`src/rtl/tristate_bus_ctrl_pkg.sv`:
```
// tristate_bus_ctrl_pkg: state encoding and mux select constants shared by the controller and mux bench
package tristate_bus_ctrl_pkg;
  typedef enum logic [1:0] {
    IDLE = 2'd0,
    OWN0 = 2'd1,
    OWN1 = 2'd2,
    TURN = 2'd3
  } state_e;
  localparam logic SEL_A = 1'b0;
  localparam logic SEL_B = 1'b1;
endpackage

```
`src/rtl/tristate_bus_ctrl_arb.sv`:
```
// arb_rr2: combinational 2-way round-robin pick, ties go to the side that did not own the bus last
module arb_rr2 (
  input  logic req0,
  input  logic req1,
  input  logic last_owner,
  output logic grant_valid,
  output logic grant_id
);
  assign grant_valid = req0 | req1;
  assign grant_id    = (req0 & req1) ? ~last_owner : req1;
endmodule

```
`src/rtl/tristate_bus_ctrl.sv`:
```
// tristate_bus_ctrl: round-robin owner FSM for a 2:1 tristate mux with turnaround gap and bus capture
module tristate_bus_ctrl
  import tristate_bus_ctrl_pkg::*;
#(
  parameter int WIDTH      = 8,
  parameter int MAX_HOLD   = 4,
  parameter int TURNAROUND = 1
) (
  input  logic             clk,
  input  logic             reset_n,
  input  logic             req0,
  input  logic             req1,
  input  logic [WIDTH-1:0] bus_in,
  output logic             sel,
  output logic             en,
  output logic             gnt0,
  output logic             gnt1,
  output logic [WIDTH-1:0] data_out,
  output logic             data_valid
);
  localparam int HW = (MAX_HOLD > 1) ? $clog2(MAX_HOLD) : 1;
  localparam int TW = (TURNAROUND > 1) ? $clog2(TURNAROUND) : 1;
  localparam logic [HW-1:0] HOLD_LAST = HW'(MAX_HOLD - 1);
  localparam logic [TW-1:0] TURN_LAST = TW'(TURNAROUND - 1);

  state_e state_q, state_d;
  logic [HW-1:0] hold_q, hold_d;
  logic [TW-1:0] turn_q, turn_d;
  logic last_q, last_d;
  logic sel_q, sel_d;
  logic en_q, gnt0_q, gnt1_q, valid_q;
  logic [WIDTH-1:0] data_q;
  logic own, grant_valid, grant_id;

  assign own = (state_q == OWN0) || (state_q == OWN1);

  arb_rr2 u_arb (
    .req0        (req0),
    .req1        (req1),
    .last_owner  (last_q),
    .grant_valid (grant_valid),
    .grant_id    (grant_id)
  );

  // Next-state: arbitrate only in IDLE, rotate on drop or when the hold budget is spent under contention
  always_comb begin
    state_d = state_q;
    case (state_q)
      IDLE:    state_d = !grant_valid ? IDLE : grant_id ? OWN1 : OWN0;
      OWN0:    state_d = (!req0 || (hold_q == HOLD_LAST && req1)) ? TURN : OWN0;
      OWN1:    state_d = (!req1 || (hold_q == HOLD_LAST && req0)) ? TURN : OWN1;
      TURN:    state_d = (turn_q == TURN_LAST) ? IDLE : TURN;
      default: state_d = IDLE;
    endcase
    hold_d = own ? ((hold_q == HOLD_LAST) ? hold_q : hold_q + 1'b1) : '0;
    turn_d = (state_q == TURN) ? turn_q + 1'b1 : '0;
    last_d = (state_d == OWN0) ? 1'b0 : (state_d == OWN1) ? 1'b1 : last_q;
    sel_d  = (state_d == OWN0) ? SEL_A : (state_d == OWN1) ? SEL_B : sel_q;
  end

  // State, counters and registered bus controls; bus_in is only sampled while a driver owns the bus
  always_ff @(posedge clk) begin
    if (!reset_n) begin
      state_q <= IDLE;
      hold_q  <= '0;
      turn_q  <= '0;
      last_q  <= 1'b1;
      sel_q   <= SEL_A;
      en_q    <= 1'b0;
      gnt0_q  <= 1'b0;
      gnt1_q  <= 1'b0;
      valid_q <= 1'b0;
      data_q  <= '0;
    end else begin
      state_q <= state_d;
      hold_q  <= hold_d;
      turn_q  <= turn_d;
      last_q  <= last_d;
      sel_q   <= sel_d;
      en_q    <= (state_d == OWN0) || (state_d == OWN1);
      gnt0_q  <= state_d == OWN0;
      gnt1_q  <= state_d == OWN1;
      valid_q <= own;
      if (own) data_q <= bus_in;
    end
  end

  assign sel        = sel_q;
  assign en         = en_q;
  assign gnt0       = gnt0_q;
  assign gnt1       = gnt1_q;
  assign data_out   = data_q;
  assign data_valid = valid_q;
endmodule

```
`config.mk`:
```
export PLATFORM = sky130hd
export DESIGN_NAME = tristate_bus_ctrl
export DESIGN_NICKNAME = d
export VERILOG_FILES = /design/src/rtl/tristate_bus_ctrl_pkg.sv /design/src/rtl/tristate_bus_ctrl_arb.sv /design/src/rtl/tristate_bus_ctrl.sv
export SDC_FILE = /design/constraint.sdc
export NUM_CORES = 1
export LEC_CHECK = 0
export BUFFER_PORTS_ARGS = -buffer_cell sky130_fd_sc_hd__buf_4
export CAP_MARGIN = 15
export CELL_PAD_IN_SITES_DETAIL_PLACEMENT = 0
export CELL_PAD_IN_SITES_GLOBAL_PLACEMENT = 1
export CORE_MARGIN = 3
export CORE_UTILIZATION = 32
export DETAILED_ROUTE_END_ITERATION = 10
export MAX_ROUTING_LAYER = met4
export PLACE_DENSITY_LB_ADDON = 0.1
export SLEW_MARGIN = 10
export SYNTH_ARGS = -nofsm -noshare
export SYNTH_HDL_FRONTEND = slang
export SYNTH_SLANG_ARGS = --single-unit
```
`constraint.sdc`:
```
create_clock -name clk -period 1.3 [get_ports clk]
set_input_delay 0.13 -clock clk [delete_from_list [all_inputs] [get_ports clk]]
set_output_delay 0.13 -clock clk [all_outputs]
set_load 0.05 [all_outputs]
```
* After elaboration in Yosys (flattened, before gate mapping)
Cells that the tools add are included.
Operators by class: add/sub/neg operators 2, equal/unequal tests 6, multiplexer cells 9, bitwise logic cells 4, reduce and logical (&&, ||, !) cells 13
Operators by type and width (count):
- $eq A2 B2 Y1 const B | 4
- $mux W2 | 4
- $pmux W2 S4 | 1
- $eq A2 B1 Y1 const B | 2
- $logic_or A1 B1 Y1 | 4
- $mux W1 | 4
- $reduce_and A2 Y1 | 2
- $add A2 B1 Y2 const B | 1
- $logic_and A1 B1 Y1 | 2
- $logic_not A1 Y1 | 2
- $logic_not A2 Y1 | 1
- $not A1 Y1 | 2
- $reduce_bool A2 Y1 | 1
- $reduce_or A2 Y1 | 1
- $add A1 B1 Y1 const B | 1
- $and A1 B1 Y1 | 1
- $or A1 B1 Y1 | 1
Word-level totals: register bits 19, input port bits 12, output and inout bits 13, logic and storage cells 44

* Depth between registers and ports, before layout
Gate-level depths: netlist of run 1.
depth in word-level cells 8, mapped depth 7, mapped depth without buffers 7

* Cells and area by module
Synthesis of run 1 repeated with hierarchy kept, for this count alone.
Second synthesis, totals: cell total of the unflattened synthesis 76, area, all modules 775.7 um2
Modules (own cells, without submodules):
- tristate_bus_ctrl | instances 1, cells an instance 74, area an instance 762.0 um2, sequential area each 380.4 um2
- arb_rr2 | instances 1, cells an instance 2, area an instance 13.8 um2, sequential area each 0.0 um2

* Least setup slack after synthesis of run 1
Ideal clock, no wire load.
path type register to register, start point register state_q[1], end point register en_q (netlist: en), setup time 0.128 ns, arrival time 1.284 ns, required time 1.172 ns, slack -0.112 ns, cell stages (with the launch flop) 8, buffers on the path 0, period minus slack after synthesis 1.412 ns, cell sequence dfxtp_1 inv_1 ha_1 nand2_1 a21oi_1 nor3_4 xor2_1 nor2_1
On the way: longest elaborated chain between the ends 4, elaborated cells between the ends (all ways) 8, those cells by class eq/ne: 5; mux: 1; reduce/logical: 2
RTL lines:
- start: declaration | line tristate_bus_ctrl.sv:26 | state_e state_q, state_d;
- start signal: assignment | line tristate_bus_ctrl.sv:75 | state_q <= state_d;
- $eq A2 B2 Y1, or another cell as far along | line tristate_bus_ctrl.sv:48 | case (state_q)
- $pmux W2 S4 (*) | line tristate_bus_ctrl.sv:48
- $eq A2 B1 Y1 or $eq A2 B2 Y1 (tied branches) | line tristate_bus_ctrl.sv:80 | en_q <= (state_d == OWN0) || (state_d == OWN1);
- $logic_or A1 B1 Y1 (*) | line tristate_bus_ctrl.sv:80
- end signal: assignment | line tristate_bus_ctrl.sv:80
- end: declaration | line tristate_bus_ctrl.sv:31 | logic en_q, gnt0_q, gnt1_q, valid_q;
Every way passes the cells marked *; elsewhere a longest branch is shown, timed or not. A chain may end at the register's enable or synchronous reset.

* Final worst setup path of run 1
start point register state_q[0], end point register en_q (netlist: en)
The elaborated chain is that of the path after synthesis.

==> metrics.md, run 1 <==
| Metric | Value |
|---|---|
| Outcome | complete, but fails checks |
| Violated checks | setup timing |
| Hold Fails Final Rpt | 0 |
| Vias in the first global route | 625 |
| Crit. End Element | register |
| Clock Tree Root | clkbuf_4 |
| Startpoint Class | register |
| Gate power share | 0.586 |
| Congestion Overflow GR | 0 |
| Crit-path max FO | 5 |
| Flop pwr share | 0.319 |
| Slew HR | 0.8107 |
| Max VDD drop | 1.213 mV |
| Detail Route Antenna Nets | 0 |
| Busiest layer in global routing | met2 |
| Synth cell types | 18 |
| Antenna violations before repair | 0 |
| Initial core utilization | 0.3468 |
| Area share of fa/ha/maj cells after synthesis | 0.08000 |
| Crit path kind | register to register |
| M2 GR Usage | 0.1807 |
| CTS Buf Count | 3 |
| IO Port Bufs | 24 |
| Post-Route WL | 1498 um |
| Main combinational cell family by area after synthesis | simple AND/OR/NAND/NOR gates |
| RePlAce Congestion | 0.6751 |
| DIE AREA | 3073 um^2 |
| Num rows | 17 |
| Area Overhead vs Synth | 46.88% |
| Met1 Resource Use GR | 0.1254 |
| Synth Net Count | 96 |
| Skew-Pair Late Insertion Delay | 0.29 ns |
| Setup repair after global routing missed its margin | yes |
| Post-synth top area share | 0.4864 |
| Filler cell count | 234 |
| Required time of the critical path | 1.48 ns |
| TNS Setup | -0.1076 ns |
| Global Route met3 Usage | 0.02336 |
| Synth warnings | 0 |
| Sw frac | 0.4551 |
| Clock share of power | 0.095 |
| Worst setup path end | en |
| Mapped Cells | 79 |
| Die width | 55.44 um |
| CP arrival | 1.54 ns |
| Nets@finish | 128 |
| RR Startpoint | state_q[0] |
| H-tree depth | 1 |
| Synthesized flop and latch total | 19 |
| 1st-iter DRT viols | 3 |
| PD cells | 2587 nW/um^2 |
| Drt pass-1 iters | 2 |
| Worst Skew | 0.002919 ns |
| CTS tree | done |
| Area of the mapped netlist | 782.0 um^2 |
| Syn Area/Cell | 9.899 um^2 |
| Placeable Area | 2255 um^2 |
| Final Setup Violations | 3 |
| Worst-Margin Slew | 0.2830 ns |
| Gr usage total | 0.1109 |
| Reg2reg end | en |
| XOR/XNOR Fraction of Synth Area | 0.02240 |
| Crit path time final | 1.353 ns |
| ANT cells | 0 |
| Top-Level Pins | 25 |
| Drt drc | 0 |
| Lkg Pwr | 0.5163 nW |
| Via count of the routed design | 608 |
| R2r worst-path depth | 7 |
| Synth area leader | dfxtp_1 |
| NetSw | 0.001353 W |
| Crit. Startpoint | state_q[0] |
| Pre-CTS setup slack | -0.08582 ns |
| DP Wirelength | 1122 um |
| Setup Buffers After CTS | 0 |
| Worst-path clk slew | 0.10 ns |
| Hold/Removal Path Class | primary input to register |
| Final worst path period share | 1.041 |
| PnR worst setup slack | -0.05321 ns |
| CTS Sinks | 19 |
| Internal | 0.001619 W |
| Layout cells sized above 1 | 0.4818 |
| Seq/Total Area, Yosys | 0.4864 |
| Largest net degree at the start of global routing | 11 |
| Avg Vias per Cell | 4.406 |
| Clk buf depth | 2 |
| First-pass GRT wire length | 2663 um |
| Simple-Gate Fraction of Synth Area | 0.1728 |
| Top post-synthesis cells by area | dfxtp_1 49%, mux2i_1 12%, ha_1 8.0%, nor2_1 7.7%, nand2_1 3.8% |
| Max Cap Viol | 0 |
| Synth Area in Compound Gates | 0.08800 |
| FF-to-FF setup slack | -0.05 ns |
| Die Y | 55.44 um |
| Per-cell routed wire length | 10.86 um |
| Slew Viols, Final | 0 |
| FMAX | 739.0 MHz |
| Mux cell area share after synthesis | 0.1152 |
critical path: stages, from the launching register on:
cell and delay (ns):
dfxtp_4 0.40, inv_4 0.05, ha_4 0.15, nand2_2 0.06, a21oi_2 0.04, nor3_4 0.30
xor2_1 0.18, nor2_1 0.06
final cells by class:
type / instances / area, um^2 / area share
sequential: 19 / 390.4 / 0.3399
tap: 28 / 35.03 / 0.03050
multi-input combinational: 53 / 451.7 / 0.3932
timing repair buffer: 29 / 221.5 / 0.1928
clock buffer: 4 / 26.28 / 0.02288
inverter: 5 / 23.77 / 0.02070
worst min path at each step:
| stage | start | endpoint | slack, ns | depth (start not counted) |
|---|---|---|---|---|
| after global routing | bus_in[3] | data_out[3] | 0.06 | 3 |
| after detailed placement | bus_in[3] | data_out[3] | 0.38 | 3 |
| final | bus_in[2] | data_out[2] | 0.07 | 3 |
| after CTS | bus_in[3] | data_out[3] | 0.07 | 3 |
| after global placement | bus_in[1] | data_out[1] | 0.36 | 3 |
| after floorplan | reset_n | last_q | 0.24 | 1 |
cells by family (layout without fill, tap and decap cells):
kind of cell,Yosys count,in the layout
AND/OR/NAND/NOR,29,29
flip-flops,19,19
multiplexers,9,9
AO/OA/AOI/OAI,8,8
buffers and inverters,7,38
adder cells (fa/ha/maj),5,5
XOR/XNOR,2,2
power by group through the flow:
| stage | clock network [W] | logic, W | registers, W |
|---|---|---|---|
| 3_3_place_gp | 0 | 0.00165 | 0.000895 |
| 3_5_place_dp | 0 | 0.00165 | 0.000901 |
| 4_1_cts | 0.000294 | 0.00176 | 0.000945 |
| 5_1_grt | 0.000326 | 0.00185 | 0.000983 |
| 2_1_floorplan | 0 | 0.000714 | 0.00140 |
| 6_report | 0.000283 | 0.00174 | 0.000949 |
cell usage in the layout, fill, tap and decap left out:
master and n:
nor3_4 1, buf_6 1, and2_1 1, a21bo_1 1, xor2_1 2, clkbuf_4 3, ha_4 5, nand2_2 4
dfxtp_2 2, buf_4 28, nor3_2 1, a21oi_2 2, a32oi_4 1, nor2_1 15, a31oi_1 1, nand2_1 6
dfxtp_4 2, nor2_2 1, mux2i_1 9, a21oi_1 2, inv_4 2, dfxtp_1 15, clkbuf_1 1, inv_1 3
o21ai_1 1
synthesized netlist by cell type:
master	count
a21bo_1	1
a32oi_4	1
nor3_2	1
a21oi_1	4
nor2_1	16
clkbuf_1	1
and2_1	1
a31oi_1	1
xor2_1	2
nand2_1	8
nor3_4	1
mux2i_1	9
dfxtp_1	19
inv_1	5
nand2_2	2
buf_2	1
ha_1	5
o21ai_1	1
repair_timing:
| action | CTS | global route |
|---|---|---|
| hold buffers | 0 | 0 |
| setup endpoints to repair | 6 | 5 |
| resized for setup | 19 | 0 |
| pin swaps | 8 | 2 |
flip-flops by register name, summed over array words and instances, names as in the netlist:
register and flops:
gnt1 1, gnt0 1, hold_q 2, en 1
last_q 1, state_q 2, data_valid 1, data_out 8
sel 1, turn_q 1
through the flow:
step	cells	total power, W	instance area (um^2)	hold slack [ns]	util
floorplan	79	0.002112	798.3	0.2438	-
global placement	134	0.002544	1042	0.3633	0.4623
detailed placement	134	0.002554	1042	0.3751	0.4623
CTS	138	0.003004	1149	0.06932	0.5094
global route	138	0.003163	1149	0.05798	0.5094
finish	138	0.002972	1149	0.07082	0.5094
per-layer routing:
metal	share of wire	vias up
li1	-	319
met1	0.46	276
met2	0.49	11
met3	0.046	2
met4	0.0080	0
met5	0	-
(Power assumes the default switching activity.)
==> run 2: changes to the inputs <==
- CELL_PAD_IN_SITES_DETAIL_PLACEMENT: 0 -> default
- CELL_PAD_IN_SITES_GLOBAL_PLACEMENT: 1 -> default
- CORE_UTILIZATION: 32 -> 40
- PLACE_DENSITY: default -> 0.68
- PLACE_DENSITY_LB_ADDON: 0.1 -> default
==> metrics.md, run 2 (synthesized netlist as in run 1, its figures left out) <==
| Metric | Value |
|---|---|
| Worst-Margin Slew | 0.4128 ns (+0.1298 ns) |
| First-pass GRT wire length | 2780 um (+4.4%) |
| Fin util | 0.6470 (+0.1376) |
| H-tree depth | 1 (unchanged) |
| Worst-path clk slew | 0.12 ns (+0.02 ns) |
| Crit. End Element | register |
| CTS tree | done |
| Slew Viols, Final | 0 (unchanged) |
| Commonest non-fill, non-tap cells in the layout | 29 x buf_4, 15 x nor2_1, 15 x dfxtp_1 |
| PD cells | 2637 nW/um^2 (+1.9%) |
| Area Overhead vs Synth | 47.52% |
| Final worst path period share | 1.060 (+0.01896) |
| Max VDD drop | 1.428 mV (+18%) |
| Worst Skew | 0.01167 ns (+0.008748 ns) |
| Top-Level Pins | 25 (unchanged) |
| Crit path kind | register to register |
| M1 wire length | 663 um (-3.6%) |
| Detail Route Antenna Nets | 0 (unchanged) |
| Lkg Pwr | 0.5408 nW (+4.7%) |
| IO Port Bufs | 24 (unchanged) |
| DIE AREA | 2522 um^2 (-18%) |
| CTS Buf Count | 3 (unchanged) |
| Initial core utilization | 0.4386 (+0.09176) |
| Outcome | complete, but fails checks |
| Final Non-Filler Cells | 136 (-1.4%) |
| Startpoint Class | register |
| Layout cells sized above 1 | 0.5135 (+0.03170) |
| Per-cell routed wire length | 11.32 um (+4.3%) |
| Register area | 387.9 um^2 (-0.64%) |
| Gr usage total | 0.1511 (+0.04018) |
| Filler cell count | 148 (-37%) |
| Hold Fails Final Rpt | 0 (unchanged) |
| Largest net degree at the start of global routing | 14 (+3) |
| Max Cap Viol | 0 (unchanged) |
| Setup repair after global routing missed its margin | yes |
| Die width | 50.22 um (-9.4%) |
| RePlAce Congestion | 0.8101 (+20%) |
| Met2 routed WL | 760 um (+4.4%) |
| Required time of the critical path | 1.48 ns (about the same) |
| Crit path time final | 1.378 ns (+0.02465 ns) |
| Commonest non-fill, non-tap cell in the layout | buf_4 |
| FMAX | 725.8 MHz (-1.8%) |
| Num rows | 15 (-2) |
| Max reg flops | 8 (unchanged) |
| 1st-iter DRT viols | 3 (unchanged) |
| CP arrival | 1.56 ns (+0.02 ns) |
| Post-Route WL | 1540 um (+2.8%) |
| Violated checks | setup timing |
| Slowest cell on the critical path | dfxtp_4 |
| Via count of the routed design | 636 (+4.6%) |
| WL met3 | 83 um (+20%) |
| Avg Vias per Cell | 4.676 (+6.1%) |
| Vias in the first global route | 671 (+7.4%) |
| CP peak stage delay | 0.40 ns (about the same) |
| Skew-Pair Late Insertion Delay | 0.30 ns (about the same) |
| Drt drc | 0 (unchanged) |
| Area taken by multi-input logic gates | 456.7 um^2 (+1.1%) |
| Clk buf depth | 2 (unchanged) |
| Clock Tree Root | clkbuf_4 |
| DP Wirelength | 1089 um (-3.0%) |
| Final Setup Violations | 3 (unchanged) |
| Top Metal Used | met4 |
| PnR worst setup slack | -0.07786 ns (-0.02465 ns) |
| CTS Sinks | 19 (unchanged) |
| Drt pass-1 iters | 2 (unchanged) |
| Nets@finish | 129 (+0.78%) |
| ANT cells | 0 (unchanged) |
| Slew HR | 0.7245 (-0.08624) |
| Congestion Overflow GR | 0 (unchanged) |
| Placeable Area | 1783 um^2 (-21%) |
| Antenna violations before repair | 0 (unchanged) |
| Die Y | 50.22 um (-9.4%) |
| CP Cell Sequence | inv_4 > ha_4 > nand2_4 > a21oi_4 > nor3_4 > xor2_1 > nor2_1 |
| Hold/Removal Path Class | primary input to register |
| Crit-path max FO | 5 (unchanged) |
| FF-to-FF setup slack | -0.08 ns (-0.02 ns) |
| Dpl cells | 131 (-2.2%) |
[run 2: cell count changes in the layout (fill, tap and decap cells not counted), sizes merged]
cell / before / now
buf: 29 / 30
clkinv: 0 / 1
clkbuf: 4 / 3
[run 2: area by class of cell]
cell class,instances,area share
multi-input cells,53,0.3959
flip-flops and latches,19,0.3362
repair buffers,30,0.1985
well taps,25,0.02711
clock buffers,3,0.01952
inverters,5,0.01844
clock inverters,1,0.004338
[run 2: path summary, 6_finish.rpt]
path	start	end	cells after the start
hold / removal	reset_n	last_q	2
setup reg to reg	state_q[1]	en	7
setup / recovery	state_q[1]	en	7
hold reg to reg	turn_q	turn_q	1
[run 2: metal layers]
| metal | GRT usage | vias up |
|---|---|---|
| met5 | - | - |
| met4 | 0.1106 | 0 |
| met3 | 0.02967 | 4 |
| met2 | 0.2413 | 21 |
| met1 | 0.1664 | 291 |
| li1 | - | 320 |
[run 2: per-stage QoR]
step | power (W) | instance area (um^2) | setup TNS [ns] | setup slack (ns) | hold slack [ns]
5_1_grt | 0.003243 | 1154 | -0.4461 | -0.1490 | 0.02768
3_3_place_gp | 0.002536 | 1039 | -0.1164 | -0.05200 | 0.3637
2_1_floorplan | 0.002112 | 798.3 | 0 | 0.0009156 | 0.2438
4_1_cts | 0.003025 | 1134 | -0.1101 | -0.07792 | 0.04222
6_report | 0.003043 | 1154 | -0.1245 | -0.07786 | 0.04779
3_5_place_dp | 0.002558 | 1039 | -0.3273 | -0.09329 | 0.3791
[run 2: what timing repair did]
action	4_1_cts	5_1_grt
pin swaps	8	6
hold buffers	0	0
endpoints found under the hold margin	0	0
setup buffers	1	0
endpoints found under the setup margin	11	4
resized for setup	16	4
[run 2: critical path: cells and delay by family, from the launching register on]
family	cells	cell delay [ns]
adder cells (fa/ha/maj)	1	0.17
flip-flops	1	0.40
buffers and inverters	1	0.05
AO/OA/AOI/OAI	1	0.03
XOR/XNOR	1	0.20
AND/OR/NAND/NOR	3	0.42
[run 2: power by group]
part / switching (W) / internal [W] / leakage, nW
sequential: 0.000125 / 0.000799 / 0.158
combinational: 0.00109 / 0.000733 / 0.365
clock: 0.000186 / 0.000115 / 0.0177
total: 0.00140 / 0.00165 / 0.541
==> run 3: changes to the inputs <==
- ABC_AREA: default -> 1
- BUFFER_PORTS_ARGS: -buffer_cell sky130_fd_sc_hd__buf_4 -> -buffer_cell sky130_fd_sc_hd__buf_2
- PLACE_DENSITY: 0.68 -> 0.67
- SETUP_SLACK_MARGIN: default -> 0.3
==> metrics.md, run 3 <==
| Metric | Value |
|---|---|
| FF-to-FF setup slack | 0.04 ns (+0.12 ns) |
| Congestion Overflow GR | 0 (unchanged) |
| DP Wirelength | 1141 um (+4.7%) |
| Slew HR | 0.8420 (+0.1175) |
| Ys flop type | dfxtp_1 |
| Per-cell routed wire length | 10.24 um (-9.6%) |
| CP peak stage delay | 0.42 ns (+0.02 ns) |
| Startpoint Class | register |
| Via count of the routed design | 691 (+8.6%) |
| Area taken by multi-input logic gates | 464.2 um^2 (+1.6%) |
| Die width | 51.02 um (+1.6%) |
| Hold/Removal Path Class | primary input to register |
| Hold_ws | 0.05920 ns (+0.01141 ns) |
| Die Y | 51.02 um (+1.6%) |
| Post-CTS Hold Buffers | 0 (unchanged) |
| Mapped Cells | 105 (+33%) |
| Top cell by count, worst path | nand2_1 |
| CP bufs+invs | 2 (+1) |
| Synth area leader | dfxtp_1 |
| Final worst path period share | 0.9669 (-0.09295) |
| Slew Viols, Final | 0 (unchanged) |
| FMAX | 795.5 MHz (+9.6%) |
| Syn Area/Cell | 7.722 um^2 (-22%) |
| RePlAce Congestion | 0.7517 (-7.2%) |
| Setup repair after global routing missed its margin | yes |
| FFs w/ async S/R, synth | 0 (unchanged) |
| Slowest cell on the critical path | dfxtp_4 |
| Clk buf depth | 2 (unchanged) |
| Max reg flops | 8 (unchanged) |
| Seq/Total Area, Yosys | 0.4691 (-0.01726) |
| CTS Buf Count | 3 (unchanged) |
| PD cells | 2435 nW/um^2 (-7.7%) |
| Placeable Area | 1821 um^2 (+2.1%) |
| Commonest cells post-synth | 22 x nor2_1, 20 x nand2_1, 19 x dfxtp_1 |
| Area share of fa/ha/maj cells after synthesis | 0.07716 (-0.002840) |
| TNS Setup | 0 ns (+0.1245 ns) |
| Antenna violations before repair | 0 (unchanged) |
| Top-Level Pins | 25 (unchanged) |
| Synth Area in Compound Gates | 0.08951 (+0.001506) |
| Synthesized flop and latch total | 19 (unchanged) |
| Drt drc | 0 (unchanged) |
| Synth warnings | 0 (unchanged) |
| Simple-Gate Fraction of Synth Area | 0.2639 (+0.09109) |
| Worst-Margin Slew | 0.2370 ns (-0.1758 ns) |
| Drt pass-1 iters | 4 (+2) |
| Synth cell types | 19 (+1) |
| Commonest non-fill, non-tap cells in the layout | 18 x nand2_1, 18 x nor2_1, 11 x buf_2 |
| Num rows | 15 (unchanged) |
| ANT cells | 0 (unchanged) |
| Worst Skew | 0.004385 ns (-0.007282 ns) |
| Initial core utilization | 0.4454 (+0.006765) |
| Crit-path max FO | 4 (-1) |
| Final Setup Violations | 0 (-3) |
| Worst-path clk slew | 0.11 ns (about the same) |
| IO Port Bufs | 24 (unchanged) |
| H-tree depth | 1 (unchanged) |
| Post-Route WL | 1618 um (+5.1%) |
| Hold Fails Final Rpt | 0 (unchanged) |
| 1st-iter DRT viols | 12 (+9) |
| Outcome | finished, final reports clean |
| Lkg Pwr | 0.5875 nW (+8.6%) |
| Vias in the first global route | 666 (-0.75%) |
| Clock Tree Root | clkbuf_4 |
| Crit path time final | 1.257 ns (-0.1208 ns) |
| CTS Sinks | 19 (unchanged) |
| Max VDD drop | 1.411 mV (-1.2%) |
| Detail Route Antenna Nets | 0 (unchanged) |
| Area of the mapped netlist | 810.8 um^2 (+3.7%) |
| XOR/XNOR Fraction of Synth Area | 0.01080 (-0.01160) |
| Nets@finish | 151 (+17%) |
| Avg Vias per Cell | 4.373 (-6.5%) |
| Gr usage total | 0.1380 (-0.01313) |
| Main combinational cell family by area after synthesis | simple AND/OR/NAND/NOR gates |
| Filler cell count | 164 (+11%) |
| Largest net degree at the start of global routing | 15 (+1) |
| Area Overhead vs Synth | 46.14% |
| CP Cell Sequence | inv_4 > ha_4 > nor2_2 > nand2_1 > inv_2 > a21o_1 > nand2_2 > nand2_1 > nand3_1 |
| Max Cap Viol | 0 (unchanged) |
| Skew-Pair Late Insertion Delay | 0.29 ns (about the same) |
| Top post-synthesis cells by area | dfxtp_1 47%, nor2_1 10%, nand2_1 9.3%, ha_1 7.7%, o21ai_0 4.9% |
| Layout cells sized above 1 | 0.4962 (-0.01727) |
| Synth Net Count | 122 (+27%) |
| CTS tree | done |
| Crit path kind | register to register |
| Top Family by Delay on Critical Path | flip-flops |
| Required time of the critical path | 1.48 ns (about the same) |
| CP arrival | 1.44 ns (-0.12 ns) |
| EDFF count, synth | 0 (unchanged) |
| Register area | 396.6 um^2 (+2.3%) |
| First-pass GRT wire length | 2677 um (-3.7%) |
| Crit. End Element | register |
| Mux cell area share after synthesis | 0.01235 (-0.1029) |
| Most common cell in the synthesized netlist | nor2_1 |
| DIE AREA | 2603 um^2 (+3.2%) |
| Post-synth top area share | 0.4691 (-0.01726) |
| Pwr Total | 0.002885 W (-5.2%) |
## run 3: cell count changes after synthesis, sizes merged, moves of 4 or more
cell,change
nor2,+6
nand2,+15
o21ai,+8
inv,+8
mux2i,-8
nand3,+4
## run 3: worst paths after layout
path | start | to | cells after the start
min reg2reg | turn_q | turn_q | 1
max reg2reg | state_q[1] | last_q | 9
min | bus_in[2] | data_out[2] | 3
max | state_q[1] | last_q | 9
## run 3: worst min-delay path, cell delays in order
cell,delay [ns]
buf_2,0.07
nor2_1,0.03
nor2_1,0.08
## run 3: repair_timing
item	CTS	global route
endpoints found under the setup margin	29	25
pin swaps	4	5
setup buffers	2	0
resized for setup	18	27
cloned	0	0
## run 3: stage by stage
| stage | worst slack, ns | cells | utilization | cell area (um^2) |
|---|---|---|---|---|
| floorplan | 0.1247 | 105 | - | 873.3 |
| global placement | 0.05548 | 152 | 0.5546 | 1010 |
| detailed placement | 0.04935 | 152 | 0.5546 | 1010 |
| CTS | 0.05996 | 158 | 0.6007 | 1094 |
| global route | -0.04127 | 158 | 0.6509 | 1185 |
| finish | 0.04297 | 158 | 0.6509 | 1185 |
## run 3: routing by layer
layer / global-route usage / up-vias / wire length [um]
li1: - / 379 / -
met1: 0.1712 / 291 / 774
met2: 0.2146 / 19 / 722
met3: 0.02624 / 2 / 104
met4: 0.06726 / 0 / 17
met5: - / - / 0
## run 3: where the power goes
group / switching [W] / internal (W)
registers: 0.000143 / 0.000800
logic: 0.00106 / 0.000597
clock network: 0.000172 / 0.000114
total: 0.00137 / 0.00151
## run 3: final cells by class
type / instances / area share
Clock buffer: 3 / 0.01901
Tap cell: 25 / 0.02640
Clock inverter: 1 / 0.004224
Multi-Input combinational cell: 70 / 0.3918
Inverter: 14 / 0.05702
Sequential cell: 19 / 0.3347
Timing Repair Buffer: 26 / 0.1668
## run 3: cells by family after synthesis
group                    after synthesis
multiplexers                           1
adder cells (fa/ha/maj)                5
AO/OA/AOI/OAI                         12
buffers and inverters                 16
XOR/XNOR                               1
flip-flops                            19
AND/OR/NAND/NOR                       51
